$ cat config.mk
export PLATFORM = sky130hd
export DESIGN_NAME = lstm_window_sequencer_flat
export DESIGN_NICKNAME = d
export VERILOG_FILES = /design/src/rtl/lstm_pkg.sv /design/src/rtl/lstm_window_sequencer_if.sv /design/src/rtl/lstm_sample_window.sv /design/src/rtl/lstm_window_sequencer.sv /design/src/flat_wrapper.sv
export SDC_FILE = /design/constraint.sdc
export NUM_CORES = 1
export LEC_CHECK = 0
export BUFFER_PORTS_ARGS = -buffer_cell sky130_fd_sc_hd__buf_2
export CAP_MARGIN = 10
export CORE_ASPECT_RATIO = 1.75
export CORE_MARGIN = 1
export CORE_UTILIZATION = 47
export CTS_BUF_LIST = sky130_fd_sc_hd__clkbuf_2 sky130_fd_sc_hd__clkbuf_4 sky130_fd_sc_hd__clkbuf_8
export DETAILED_ROUTE_END_ITERATION = 6
export GPL_TIMING_DRIVEN = 0
export MAX_ROUTING_LAYER = met4
export PLACE_DENSITY = 0.79
export SLEW_MARGIN = 15
export SYNTH_ARGS = -nofsm -noshare
export SYNTH_HDL_FRONTEND = slang
export SYNTH_SLANG_ARGS = --single-unit
$ cat constraint.sdc
create_clock -name clk -period 1.85 [get_ports clk]
set_clock_uncertainty 0.2 [all_clocks]
set_input_delay 0.2775 -clock clk [delete_from_list [all_inputs] [get_ports clk]]
set_output_delay 0.2775 -clock clk [all_outputs]
set_load 0.01 [all_outputs]
$ cat src/rtl/lstm_pkg.sv
// Shared types and constants for the LSTM window sequencer slice.
package lstm_pkg;

  localparam int WIDTH = 18;
  localparam int FRAC  = 11;

  typedef logic signed [WIDTH-1:0] sample_t;

  typedef enum logic [1:0] {
    ACCEPT = 2'd0,
    ISSUE  = 2'd1,
    WAIT   = 2'd2,
    OUT    = 2'd3
  } state_e;

  // 1.0 in Q6.11
  localparam sample_t ONE = 18'sd2048;

endpackage

$ cat src/rtl/lstm_window_sequencer_if.sv
// Sample-in and result-out streams of the LSTM window sequencer.
// Both streams: a beat transfers on a rising edge where valid & ready; the source holds data stable while valid & !ready.
interface lstm_window_sequencer_if #(
  parameter int WIDTH = 18,
  parameter int SEQ_W = 16
);
  logic             s_valid;
  logic             s_ready;
  logic [WIDTH-1:0] s_data;
  logic             m_valid;
  logic             m_ready;
  logic [WIDTH-1:0] m_h;
  logic [WIDTH-1:0] m_c;
  logic [SEQ_W-1:0] m_seq;

  modport master (
    output s_valid, s_data, m_ready,
    input  s_ready, m_valid, m_h, m_c, m_seq
  );

  modport slave (
    input  s_valid, s_data, m_ready,
    output s_ready, m_valid, m_h, m_c, m_seq
  );
endinterface

$ cat src/rtl/lstm_sample_window.sv
// Four-deep sample shift register; w0 oldest, w3 newest, with a count saturating at 4.
module lstm_sample_window #(
  parameter int WIDTH = 18
) (
  input  logic             clk,
  input  logic             rst_n,
  input  logic             clear,
  input  logic             shift,
  input  logic [WIDTH-1:0] din,
  output logic [WIDTH-1:0] w0,
  output logic [WIDTH-1:0] w1,
  output logic [WIDTH-1:0] w2,
  output logic [WIDTH-1:0] w3,
  output logic [2:0]       cnt,
  output logic             full
);

  assign full = (cnt == 3'd4);

  always_ff @(posedge clk or negedge rst_n) begin
    if (!rst_n) begin
      w0  <= '0;
      w1  <= '0;
      w2  <= '0;
      w3  <= '0;
      cnt <= 3'd0;
    end else if (clear) begin
      // stale words stay in place; four fresh shifts overwrite them before the next run
      cnt <= 3'd0;
    end else if (shift) begin
      w0 <= w1;
      w1 <= w2;
      w2 <= w3;
      w3 <= din;
      if (!full) cnt <= cnt + 3'd1;
    end
  end

endmodule

$ cat src/rtl/lstm_window_sequencer.sv
// Front-end sequencer: keeps a 4-sample sliding window, issues one LSTM engine run per new full window,
// and forwards the captured (h, c) result downstream with a sequence tag.
module lstm_window_sequencer
  import lstm_pkg::*;
#(
  parameter int WIDTH   = 18,
  parameter int TIMEOUT = 16,
  parameter int SEQ_W   = 16
) (
  input  logic                   clk,
  input  logic                   rst_n,
  input  logic                   flush,
  input  logic                   err_clr,
  lstm_window_sequencer_if.slave bus,
  output logic                   lstm_start,
  output logic [WIDTH-1:0]       lstm_x1,
  output logic [WIDTH-1:0]       lstm_x2,
  output logic [WIDTH-1:0]       lstm_x3,
  output logic [WIDTH-1:0]       lstm_x4,
  input  logic                   lstm_done,
  input  logic [WIDTH-1:0]       lstm_c,
  input  logic [WIDTH-1:0]       lstm_h,
  output logic                   err,
  output logic [1:0]             dbg_state
);

  localparam logic [1:0] ST_ACCEPT = ACCEPT;
  localparam logic [1:0] ST_ISSUE  = ISSUE;
  localparam logic [1:0] ST_WAIT   = WAIT;
  localparam logic [1:0] ST_OUT    = OUT;
  localparam int         TW        = (TIMEOUT > 2) ? $clog2(TIMEOUT) : 1;

  logic [1:0]       state;
  logic [TW-1:0]    timer;
  logic [2:0]       cnt;
  logic             full;
  logic             accept;
  logic             timeout_hit;
  logic             m_valid_q;
  logic [WIDTH-1:0] m_h_q;
  logic [WIDTH-1:0] m_c_q;
  logic [SEQ_W-1:0] m_seq_q;

  assign bus.s_ready = (state == ST_ACCEPT);
  assign bus.m_valid = m_valid_q;
  assign bus.m_h     = m_h_q;
  assign bus.m_c     = m_c_q;
  assign bus.m_seq   = m_seq_q;
  assign dbg_state   = state;

  assign accept      = (state == ST_ACCEPT) && bus.s_valid && !flush;
  assign timeout_hit = !flush && (state == ST_WAIT) && !lstm_done && (timer == TW'(TIMEOUT - 1));

  lstm_sample_window #(.WIDTH(WIDTH)) u_window (
    .clk   (clk),
    .rst_n (rst_n),
    .clear (flush),
    .shift (accept),
    .din   (bus.s_data),
    .w0    (lstm_x1),
    .w1    (lstm_x2),
    .w2    (lstm_x3),
    .w3    (lstm_x4),
    .cnt   (cnt),
    .full  (full)
  );

  always_ff @(posedge clk or negedge rst_n) begin
    if (!rst_n) begin
      state      <= ST_ACCEPT;
      timer      <= '0;
      lstm_start <= 1'b0;
      m_valid_q  <= 1'b0;
      m_h_q      <= '0;
      m_c_q      <= '0;
      m_seq_q    <= '0;
      err        <= 1'b0;
    end else begin
      // a timeout in the same cycle as err_clr wins
      err <= timeout_hit | (err & ~err_clr);
      if (flush) begin
        state      <= ST_ACCEPT;
        lstm_start <= 1'b0;
        m_valid_q  <= 1'b0;
      end else begin
        lstm_start <= 1'b0;
        case (state)
          ST_ACCEPT: begin
            // the accepted sample fills the window when it is already at 3 or saturated at 4
            if (accept && (full || cnt == 3'd3)) begin
              state      <= ST_ISSUE;
              lstm_start <= 1'b1;
            end
          end
          ST_ISSUE: begin
            timer <= '0;
            state <= ST_WAIT;
          end
          ST_WAIT: begin
            timer <= timer + 1'b1;
            if (lstm_done) begin
              m_h_q     <= lstm_h;
              m_c_q     <= lstm_c;
              m_valid_q <= 1'b1;
              state     <= ST_OUT;
            end else if (timeout_hit) begin
              state <= ST_ACCEPT;
            end
          end
          ST_OUT: begin
            if (bus.m_ready) begin
              m_valid_q <= 1'b0;
              m_seq_q   <= m_seq_q + 1'b1;
              state     <= ST_ACCEPT;
            end
          end
          default: state <= ST_ACCEPT;
        endcase
      end
    end
  end

endmodule
$ cat src/flat_wrapper.sv
// flat-port wrapper written by rule: the top's interface ports become plain ports
module lstm_window_sequencer_flat import lstm_pkg::*;
#(
  parameter int WIDTH   = 18,
  parameter int TIMEOUT = 16,
  parameter int SEQ_W   = 16
)
  (clk, rst_n, flush, err_clr, lstm_start, lstm_x1, lstm_x2, lstm_x3, lstm_x4, lstm_done, lstm_c, lstm_h, err, dbg_state, bus_s_valid, bus_s_data, bus_m_ready, bus_s_ready, bus_m_valid, bus_m_h, bus_m_c, bus_m_seq);
  lstm_window_sequencer_if #(.WIDTH(WIDTH), .SEQ_W(SEQ_W)) bus_i ();
  input  logic clk;
  input  logic rst_n;
  input  logic flush;
  input  logic err_clr;
  output logic lstm_start;
  output logic [WIDTH-1:0] lstm_x1;
  output logic [WIDTH-1:0] lstm_x2;
  output logic [WIDTH-1:0] lstm_x3;
  output logic [WIDTH-1:0] lstm_x4;
  input  logic lstm_done;
  input  logic [WIDTH-1:0] lstm_c;
  input  logic [WIDTH-1:0] lstm_h;
  output logic err;
  output logic [1:0] dbg_state;
  input wire logic [$bits(bus_i.s_valid)-1:0] bus_s_valid;
  input wire logic [$bits(bus_i.s_data)-1:0] bus_s_data;
  input wire logic [$bits(bus_i.m_ready)-1:0] bus_m_ready;
  output wire logic [$bits(bus_i.s_ready)-1:0] bus_s_ready;
  output wire logic [$bits(bus_i.m_valid)-1:0] bus_m_valid;
  output wire logic [$bits(bus_i.m_h)-1:0] bus_m_h;
  output wire logic [$bits(bus_i.m_c)-1:0] bus_m_c;
  output wire logic [$bits(bus_i.m_seq)-1:0] bus_m_seq;
  assign bus_i.s_valid = bus_s_valid;
  assign bus_i.s_data = bus_s_data;
  assign bus_i.m_ready = bus_m_ready;
  assign bus_s_ready = bus_i.s_ready;
  assign bus_m_valid = bus_i.m_valid;
  assign bus_m_h = bus_i.m_h;
  assign bus_m_c = bus_i.m_c;
  assign bus_m_seq = bus_i.m_seq;
  lstm_window_sequencer #(.WIDTH(WIDTH), .TIMEOUT(TIMEOUT), .SEQ_W(SEQ_W)) u_core (.clk(clk), .rst_n(rst_n), .flush(flush), .err_clr(err_clr), .bus(bus_i), .lstm_start(lstm_start), .lstm_x1(lstm_x1), .lstm_x2(lstm_x2), .lstm_x3(lstm_x3), .lstm_x4(lstm_x4), .lstm_done(lstm_done), .lstm_c(lstm_c), .lstm_h(lstm_h), .err(err), .dbg_state(dbg_state));
endmodule
* Word-level counts from Yosys, hierarchy flattened
Cells that the tools add are included.
** Cells by class
- Add/subtract/negate cells :: 3
- Equality and inequality tests :: 11
- Muxes and demuxes :: 17
- Bitwise operators :: 4
- Reductions and logical operators :: 20
** Operator list (number)
- $add 16x1->16 const B :: 1
- $reduce_and 3->1 :: 4
- $mux 2 :: 5
- $mux 3 :: 3
- $pmux 2 s4 :: 1
- $pmux 4 s2 :: 1
- $logic_and 1x1->1 :: 6
- $mux 1 :: 6
- $ne 3x3->1 const B :: 2
- $reduce_and 2->1 :: 3
- $add 4x1->4 const B :: 1
- $eq 2x2->1 const B :: 2
- $eq 4x4->1 const B :: 1
- $ne 4x3->1 const B :: 1
- $reduce_bool 2->1 :: 2
- $add 3x1->3 const B :: 1
- $eq 3x2->1 const B :: 1
- $eq 3x3->1 const B :: 1
- $ne 3x2->1 const B :: 1
- $reduce_bool 3->1 :: 1
- $eq 2x1->1 const B :: 1
- $logic_not 1->1 :: 2
- $logic_not 2->1 :: 1
- $ne 2x2->1 const B :: 1
- other kinds (5) :: 6
** Word-level totals
- Register bits :: 136
- Input bits :: 61
- Output and inout bits :: 130
- Logic and storage cells :: 68

* Logic depth before layout (Yosys ltp)
Gate-level depths: netlist of the first run.
- Word-level depth :: 8
- Gate-level depth with buffers :: 8
- Depth with buffers taken out :: 6

* Cells and area by module
From an unflattened synthesis of the first run, not the netlist that was laid out.
** Second synthesis, totals
- Cell total of the unflattened synthesis :: 363
- Area total of the unflattened synthesis :: 5813.1 sq um
** By module, submodules not included
- lstm_sample_window :: times used 1, cells each 171, area an instance 3225.6 sq um, sequential area each 1876.8 sq um
- lstm_window_sequencer :: times used 1, cells each 192, area an instance 2587.5 sq um, sequential area each 1526.5 sq um

* Worst setup path before layout of the first run
OpenSTA, ideal clock, no wires.
- Path kind :: reg2reg
- Start :: register u_core.state[0], in the netlist u_core.dbg_state[0]
- End :: register u_core.m_c_q[0], in the netlist u_core.bus.m_c[0]
- Library setup time :: 0.125 ns
- Data arrival time :: 1.685 ns
- Data required time :: 1.525 ns
- Setup slack :: -0.161 ns
- Cell stages (with the launch flop) :: 8
- Cell sequence :: dfrtp_1 > inv_1 > ha_1 > nand2b_1 > or2_1 > buf_6 > buf_6 > mux2_4
** On the way
- Word-level cells in the longest chain between the ends :: 2
** Ends and longest elaborated chain
- start: declaration :: line lstm_window_sequencer.sv:33 : logic [1:0] state;
- start signal: assignment :: line lstm_window_sequencer.sv:70 : state <= ST_ACCEPT;
- start signal: assignment :: line lstm_window_sequencer.sv:82 : state <= ST_ACCEPT;
- start signal: assignment :: line lstm_window_sequencer.sv:91 : state <= ST_ISSUE;
- $eq 2x2->1 :: line lstm_window_sequencer.sv:87 : case (state)
- $reduce_and 3->1 (no line)
- end signal: assignment :: line lstm_window_sequencer.sv:103 : m_c_q <= lstm_c;
- end: declaration :: line lstm_window_sequencer.sv:41 : logic [WIDTH-1:0] m_c_q;
No other way between the ends.
A chain may end at the register's enable or synchronous reset.

* Final worst setup path of the first run
- Start :: register u_core.state[0], in the netlist u_core.dbg_state[0]
- End :: register u_core.m_c_q[9], in the netlist u_core.bus.m_c[9]
The elaborated chain is that of the path after synthesis.

==> results of run 1 <==
-- Yosys cell counts (2+ instances only) --
cell      count
mux2_2       91
xor2_1        9
inv_1        10
buf_2        10
nor4_2        2
nor3_1        5
ha_1          8
buf_6         3
nand2b_1      3
nor2b_1       2
nand4_1       4
nand2_1      13
nand3_1       9
and4_1        2
xnor2_1       8
dfrtp_1     136
mux2i_1       2
o21ai_0       5
mux2_4       18
nor2_1        9
-- where the power goes --
group | leakage [nW] | internal [mW] | switching [mW]
logic | 2.28 | 2.30 | 1.79
registers | 1.71 | 4.05 | 0.753
clock network | 0.217 | 1.41 | 1.24
-- registers in the layout (all words and copies together), names as in the netlist --
register / cells
u_core.bus.m_c: 18
u_core.bus.m_h: 18
u_core.u_window.w0: 18
u_core.u_window.w1: 18
u_core.u_window.w2: 18
u_core.u_window.w3: 18
u_core.bus.m_seq: 16
u_core.timer: 4
u_core.u_window.cnt: 3
u_core.dbg_state: 2
u_core.bus.m_valid: 1
u_core.err: 1
u_core.lstm_start: 1
-- per-layer routing --
metal  global-route usage  up-vias  wire (µm)
li1                     -     1842          -
met1                0.236     2013       5140
met2                0.425      161       7890
met3               0.0535       24        633
met4               0.0864        0        290
met5                    -        -          0
-- worst paths after layout --
kind	from	end	slack, ps	depth (start not counted)
max	u_core.dbg_state[0]	u_core.bus.m_c[9]	-70	7
min	bus_s_valid	u_core.u_window.cnt[2]	80	4
max reg2reg	u_core.dbg_state[0]	u_core.bus.m_c[9]	-70	7
min reg2reg	u_core.bus.m_seq[15]	u_core.bus.m_seq[15]	270	1
max in group asynchronous	rst_n	u_core.u_window.w2[13]	460	3
min in group asynchronous	rst_n	u_core.bus.m_seq[4]	220	2
-- timing repair --
action | in CTS | in global routing
hold buffers | 58 | 0
endpoints found under the hold margin | 126 | 0
setup buffers | 9 | 3
pin swaps | 3 | 3
setup endpoints to repair | 97 | 111
gates resized for setup | 29 | 37
cloned | 2 | 0
-- cell families after synthesis --
logic type,after synthesis,share of synthesized area
adder cells (fa/ha/maj),8,0.0182
flip-flops,136,0.620
multiplexers,111,0.240
AO/OA/AOI/OAI,13,0.0173
XOR/XNOR,17,0.0271
buffers and inverters,23,0.0221
AND/OR/NAND/NOR,55,0.0552
-- worst min-delay path, cell delays in order --
cell	delay, ps
buf_2	130
nand4_1	110
xor2_1	70
nor2_1	80
-- final cells by class --
type	instances	area, µm²
flip-flops and latches	136	3400
fillers	724	3160
multi-input cells	204	2120
repair buffers	263	1710
clock buffers	18	248
plain buffers	13	200
clock inverters	14	184
well taps	132	165
inverters	10	37.5
-- through the flow --
| stage | util | setup slack [ps] |
|---|---|---|
| 2_1_floorplan | - | -30.1 |
| 3_3_place_gp | 0.591 | -1630 |
| 3_5_place_dp | 0.594 | -219 |
| 4_1_cts | 0.703 | -46.2 |
| 5_1_grt | 0.718 | -127 |
| 6_report | 0.718 | -73.6 |
==> results_dict.tcl, run 1 <==
set metrics [dict create \
    dp.cells 686 \
    post-route-min-period_ps 1920 \
    power.static_leakage_nw 4.21 \
    syn_nets 432 \
    totalWireLength_um 14000 \
    drt_iter0_drc 90 \
    root_buffer "clkbuf_8" \
    crit_chain "inv_2 -> ha_4 -> nand2b_1 -> or2_1 -> buf_6 -> buf_12 -> mux2_4" \
    syn-instance-count 363 \
    ys_seq_elements 136 \
    cp_data_arrival_time_ps 2030 \
    instances_no_fill 790 \
    max_stage_delay_ps 420 \
    antenna_cells 0 \
    setup_viol 55 \
    layout-drive-gt1-share 0.571 \
    max_freq_ghz 0.520 \
    ios 191 \
    fin_area_um2 8070 \
    vias_per_cell 5.11 \
    num_vias 4040 \
    die_h_um 145 \
    synth_edf_count 0 \
    final_cell_mix "buf_2 (190), dfrtp_1 (135), mux2_2 (69)" \
    grt_usage 0.232 \
    syn_area_um2 5490 \
    hold_viol_final 0 \
    clk_pin_slew_ps 80 \
    yosys-top-cells-area "dfrtp_1 (62%), mux2_2 (19%), mux2_4 (4.9%), ha_1 (1.8%), xor2_1 (1.4%)" \
    layout_setup_ws_ps -73.6 \
    insertion_delay_ps 420 \
    initial_utilization 0.489 \
    ys_types 34 \
    outcome "finished, violations left" \
    route.detailed.wl_per_inst_um 17.7 \
    ant_nets 0 \
    htree_levels 4 \
    grt_pass1_vias 4435 \
    cts_buffer_depth 2 \
    maxCapViolations 0 \
    cts.sinks 136 \
    start_kind "flip-flop" \
    maxSlewHeadroom 0.561 \
    avgSynthCellArea_um2 15.1 \
    grt_max_degree 72 \
    path_class "flip-flop to flip-flop" \
    post-dp-hpwl_um 8580 \
    remaining_drc_errors 0 \
    gp_congestion 0.814 \
    cp_slowest_cell "dfrtp_1" \
    min_path_type "input port to flip-flop" \
    numCtsBuffers 17 \
    die_w_um 83.7 \
    overflow 0 \
    setup-tns-final_ps -1790 \
    worst_pin_slew_ps 658 \
    whs_ps 81.3 \
    drt_first_pass_iters 4 \
    worstPathRequired_ps 1960 \
    power_mw 11.5 \
    synthFlopType "dfrtp_1" \
    report.final.slew_viol_count 0 \
    violations "setup timing" \
    place_area_um2 6670 \
    num_rows 51 \
    path_delay_family "buffers and inverters" \
    cts_tree "built" \
    ys_seq_area_frac 0.620 \
    period_share 1.04 \
    portBuffers 190 \
    synth_top_area_frac 0.620 \
    grt_pass1_wl_um 21400 \
    path_buf_inv 3 \
    rsz0062_at_grt "yes" \
    p_per_area_nw_per_um2 1430 \
    yosys.area.top_type "dfrtp_1" \
    area_growth_pct 47.0 \
    ir_drop_mv 1.05 \
    postSynth.asyncResetShare 1.00 \
    crit_fanout 10 \
    coreArea_um2 11200 \
    antenna_found_initial 0 \
    fin_nets 714 \
    final_common_cell "buf_2" \
    dieArea_um2 12100 \
    yosys_warnings 0 \
    cp-end-kind "flip-flop" \
]
No activity file was read; power rests on OpenSTA's default activity.
==> inputs of run 2 (changes only) <==
Settings changed: MAX_ROUTING_LAYER met4 to not set, PLACE_DENSITY 0.79 to 0.78, SYNTH_HIERARCHICAL set to 1.
==> run 2 against run 1 <==
The run still ends with setup timing left. Power up 2.4%. Sequential share of layout area down 2.2 points. First-iteration DRC count up 70%.
==> results_dict.tcl, run 2 <==
set metrics [dict create \
    ir_drop_mv 0.664 \
    antenna_cells 0 \
    postSynth.asyncResetShare 1.00 \
    grt_pass1_wl_um 22300 \
    route.detailed.wl_per_inst_um 17.6 \
    outcome "finished, violations left" \
    layout_setup_ws_ps -164 \
    die_h_um 149 \
    dieArea_um2 12800 \
    grtUsageMet2 0.424 \
    post-route-min-period_ps 2010 \
    fin_nets 728 \
    synth.most_common_cell "dfrtp_1" \
    comb_power_share 0.356 \
    vias_per_cell 4.89 \
    worstPathRequired_ps 1970 \
    drt_first_pass_iters 4 \
    cp_data_arrival_time_ps 2130 \
    coreArea_um2 12000 \
    synth_top_area_frac 0.585 \
    setup-tns-final_ps -9070 \
    yosys_warnings 6 \
    numCtsBuffers 17 \
    grt_pass1_vias 4363 \
    grt_usage 0.231 \
    power_mw 11.8 \
    crit_chain "inv_2 -> ha_4 -> and3_4 -> nor2b_4 -> buf_12 -> buf_12 -> clkbuf_16 -> mux2_4" \
    p_per_area_nw_per_um2 1390 \
    num_vias 4095 \
    initial_utilization 0.484 \
    crit_fanout 6 \
    grt_busiest_layer "met2" \
    max_stage_delay_ps 440 \
    ant_nets 0 \
    post-dp-hpwl_um 9370 \
    avgSynthCellArea_um2 16.0 \
    maxSlewHeadroom 0.587 \
    met1_usage 0.244 \
    drt_iter0_drc 153 \
    synthFlopType "dfrtp_1" \
    place_area_um2 7030 \
    overflow 0 \
    power_frac_seq 0.414 \
    critPathMostFrequentCell "buf_12" \
    power_switching_mw 3.73 \
    fin_area_um2 8520 \
    power.static_leakage_nw 4.35 \
    area_growth_pct 46.5 \
    die_w_um 86.1 \
    syn_area_um2 5810 \
    antenna_found_initial 0 \
    whs_ps 89.6 \
    final_cell_mix "buf_2 (188), dfrtp_1 (135), mux2_4 (71)" \
    cp_slowest_cell "dfrtp_2" \
    grtUsageMet3 0.0504 \
    path_buf_inv 4 \
    ios 191 \
    layout-drive-gt1-share 0.585 \
    violations "setup timing" \
    cts.sinks 136 \
    portBuffers 190 \
    maxCapViolations 0 \
    syn_nets 432 \
    htree_levels 4 \
    synth_edf_count 0 \
    max_freq_ghz 0.497 \
    grt_max_degree 70 \
    min_path_type "input port to flip-flop" \
    worst_pin_slew_ps 619 \
    cts_buffer_depth 2 \
    path_class "flip-flop to flip-flop" \
    pre_cts_slack_ps -210 \
    hold_viol_final 0 \
    final_common_cell "buf_2" \
    yosys.area.top_type "dfrtp_1" \
    p_int_mw 8.08 \
    power_frac_clock 0.229 \
    report.final.slew_viol_count 0 \
    start_kind "flip-flop" \
    num_rows 53 \
    ys_types 40 \
    ys_seq_elements 136 \
    cp-end-kind "flip-flop" \
    root_buffer "clkbuf_8" \
    ys_seq_area_frac 0.585 \
    rsz0062_at_grt "yes" \
    netlist_top_cells_count "dfrtp_1 (136), mux2_4 (70), mux2_2 (40), nand2_1 (12), xnor2_1 (11)" \
    remaining_drc_errors 0 \
    path_delay_family "buffers and inverters" \
    cts_tree "built" \
    clk_pin_slew_ps 80 \
    setup_viol 74 \
    power_switching_share 0.316 \
    insertion_delay_ps 430 \
    yosys-top-cells-area "dfrtp_1 (59%), mux2_4 (18%), mux2_2 (7.7%), buf_12 (2.4%), ha_1 (1.7%)" \
    gp_congestion 0.770 \
    period_share 1.09 \
    totalWireLength_um 14700 \
    syn-instance-count 363 \
]
## run 2: changes by cell type in the layout (fill, tap and decap cells not counted), sizes merged, moves of 3 or more
cell	before	now
buf	218	228
o21a	0	3
nor2	9	4
xor2	9	4
clkbuf	18	22
clkinvlp	1	4
inv	17	10
and3	0	5
xnor2	8	11
## run 2: timing repair
| action | CTS | global route |
|---|---|---|
| setup endpoints to repair | 104 | 110 |
| cloned | 3 | 3 |
| endpoints found under the hold margin | 124 | 0 |
| hold buffers | 59 | 0 |
| buffers inserted | 17 | 7 |
| resized for setup | 18 | 10 |
| pin swaps | 3 | 3 |
## run 2: path summary, 6_finish.rpt
check / from / endpoint / slack [ps] / cells after the start
min in group asynchronous: rst_n / u_core/bus.m_seq[6] / 190 / 2
setup / recovery: u_core/dbg_state[1] / u_core/u_window/w0[17] / -160 / 8
max in group asynchronous: rst_n / u_core/u_window/w3[0] / 480 / 3
hold / removal: bus_m_ready / u_core/bus.m_valid / 90 / 4
setup reg to reg: u_core/dbg_state[1] / u_core/u_window/w0[17] / -160 / 8
hold reg to reg: u_core/bus.m_seq[11] / u_core/bus.m_seq[11] / 290 / 1
## run 2: power groups by stage
stage          registers, mW  logic, mW  clock network [mW]
2_1_floorplan           5.32       1.73                   0
3_3_place_gp            4.85       3.75                   0
3_5_place_dp            4.93       3.85                   0
4_1_cts                 4.88       4.14                2.77
5_1_grt                 5.03       4.45                2.90
6_report                4.89       4.21                2.71
## run 2: cells by family (layout without fill, tap and decap cells)
logic type,after synthesis,count (layout),synth area share
buffers and inverters,20,329,0.0372
AO/OA/AOI/OAI,16,16,0.0192
multiplexers,111,111,0.260
XOR/XNOR,15,15,0.0226
adder cells (fa/ha/maj),8,8,0.0172
AND/OR/NAND/NOR,57,57,0.0583
flip-flops,136,136,0.585
## run 2: layout make-up
cell class              instances  area, µm²
fillers                       787       3480
flip-flops and latches        136       3400
multi-input cells             207       2270
repair buffers                279       1980
clock buffers                  19        255
well taps                     165        206
clock inverters                13        194
plain buffers                  11        181
inverters                       7       26.3
## run 2: stage by stage
stage | cells | util
after floorplan | 363 | -
after global placement | 718 | 0.583
after detailed placement | 719 | 0.586
after CTS | 828 | 0.698
after global routing | 837 | 0.710
final | 837 | 0.710
## run 2: routing by layer
metal | routed length, µm | up-vias
met5 | 0 | -
met4 | 397 | 0
met3 | 532 | 31
met2 | 8500 | 140
met1 | 5300 | 2043
li1 | - | 1881
## run 2: worst register-to-register path, stage by stage (launching register included)
cell	delay [ps]
dfrtp_2	440
inv_2	80
ha_4	130
and3_4	170
nor2b_4	150
buf_12	140
buf_12	140
clkbuf_16	150
mux2_4	300
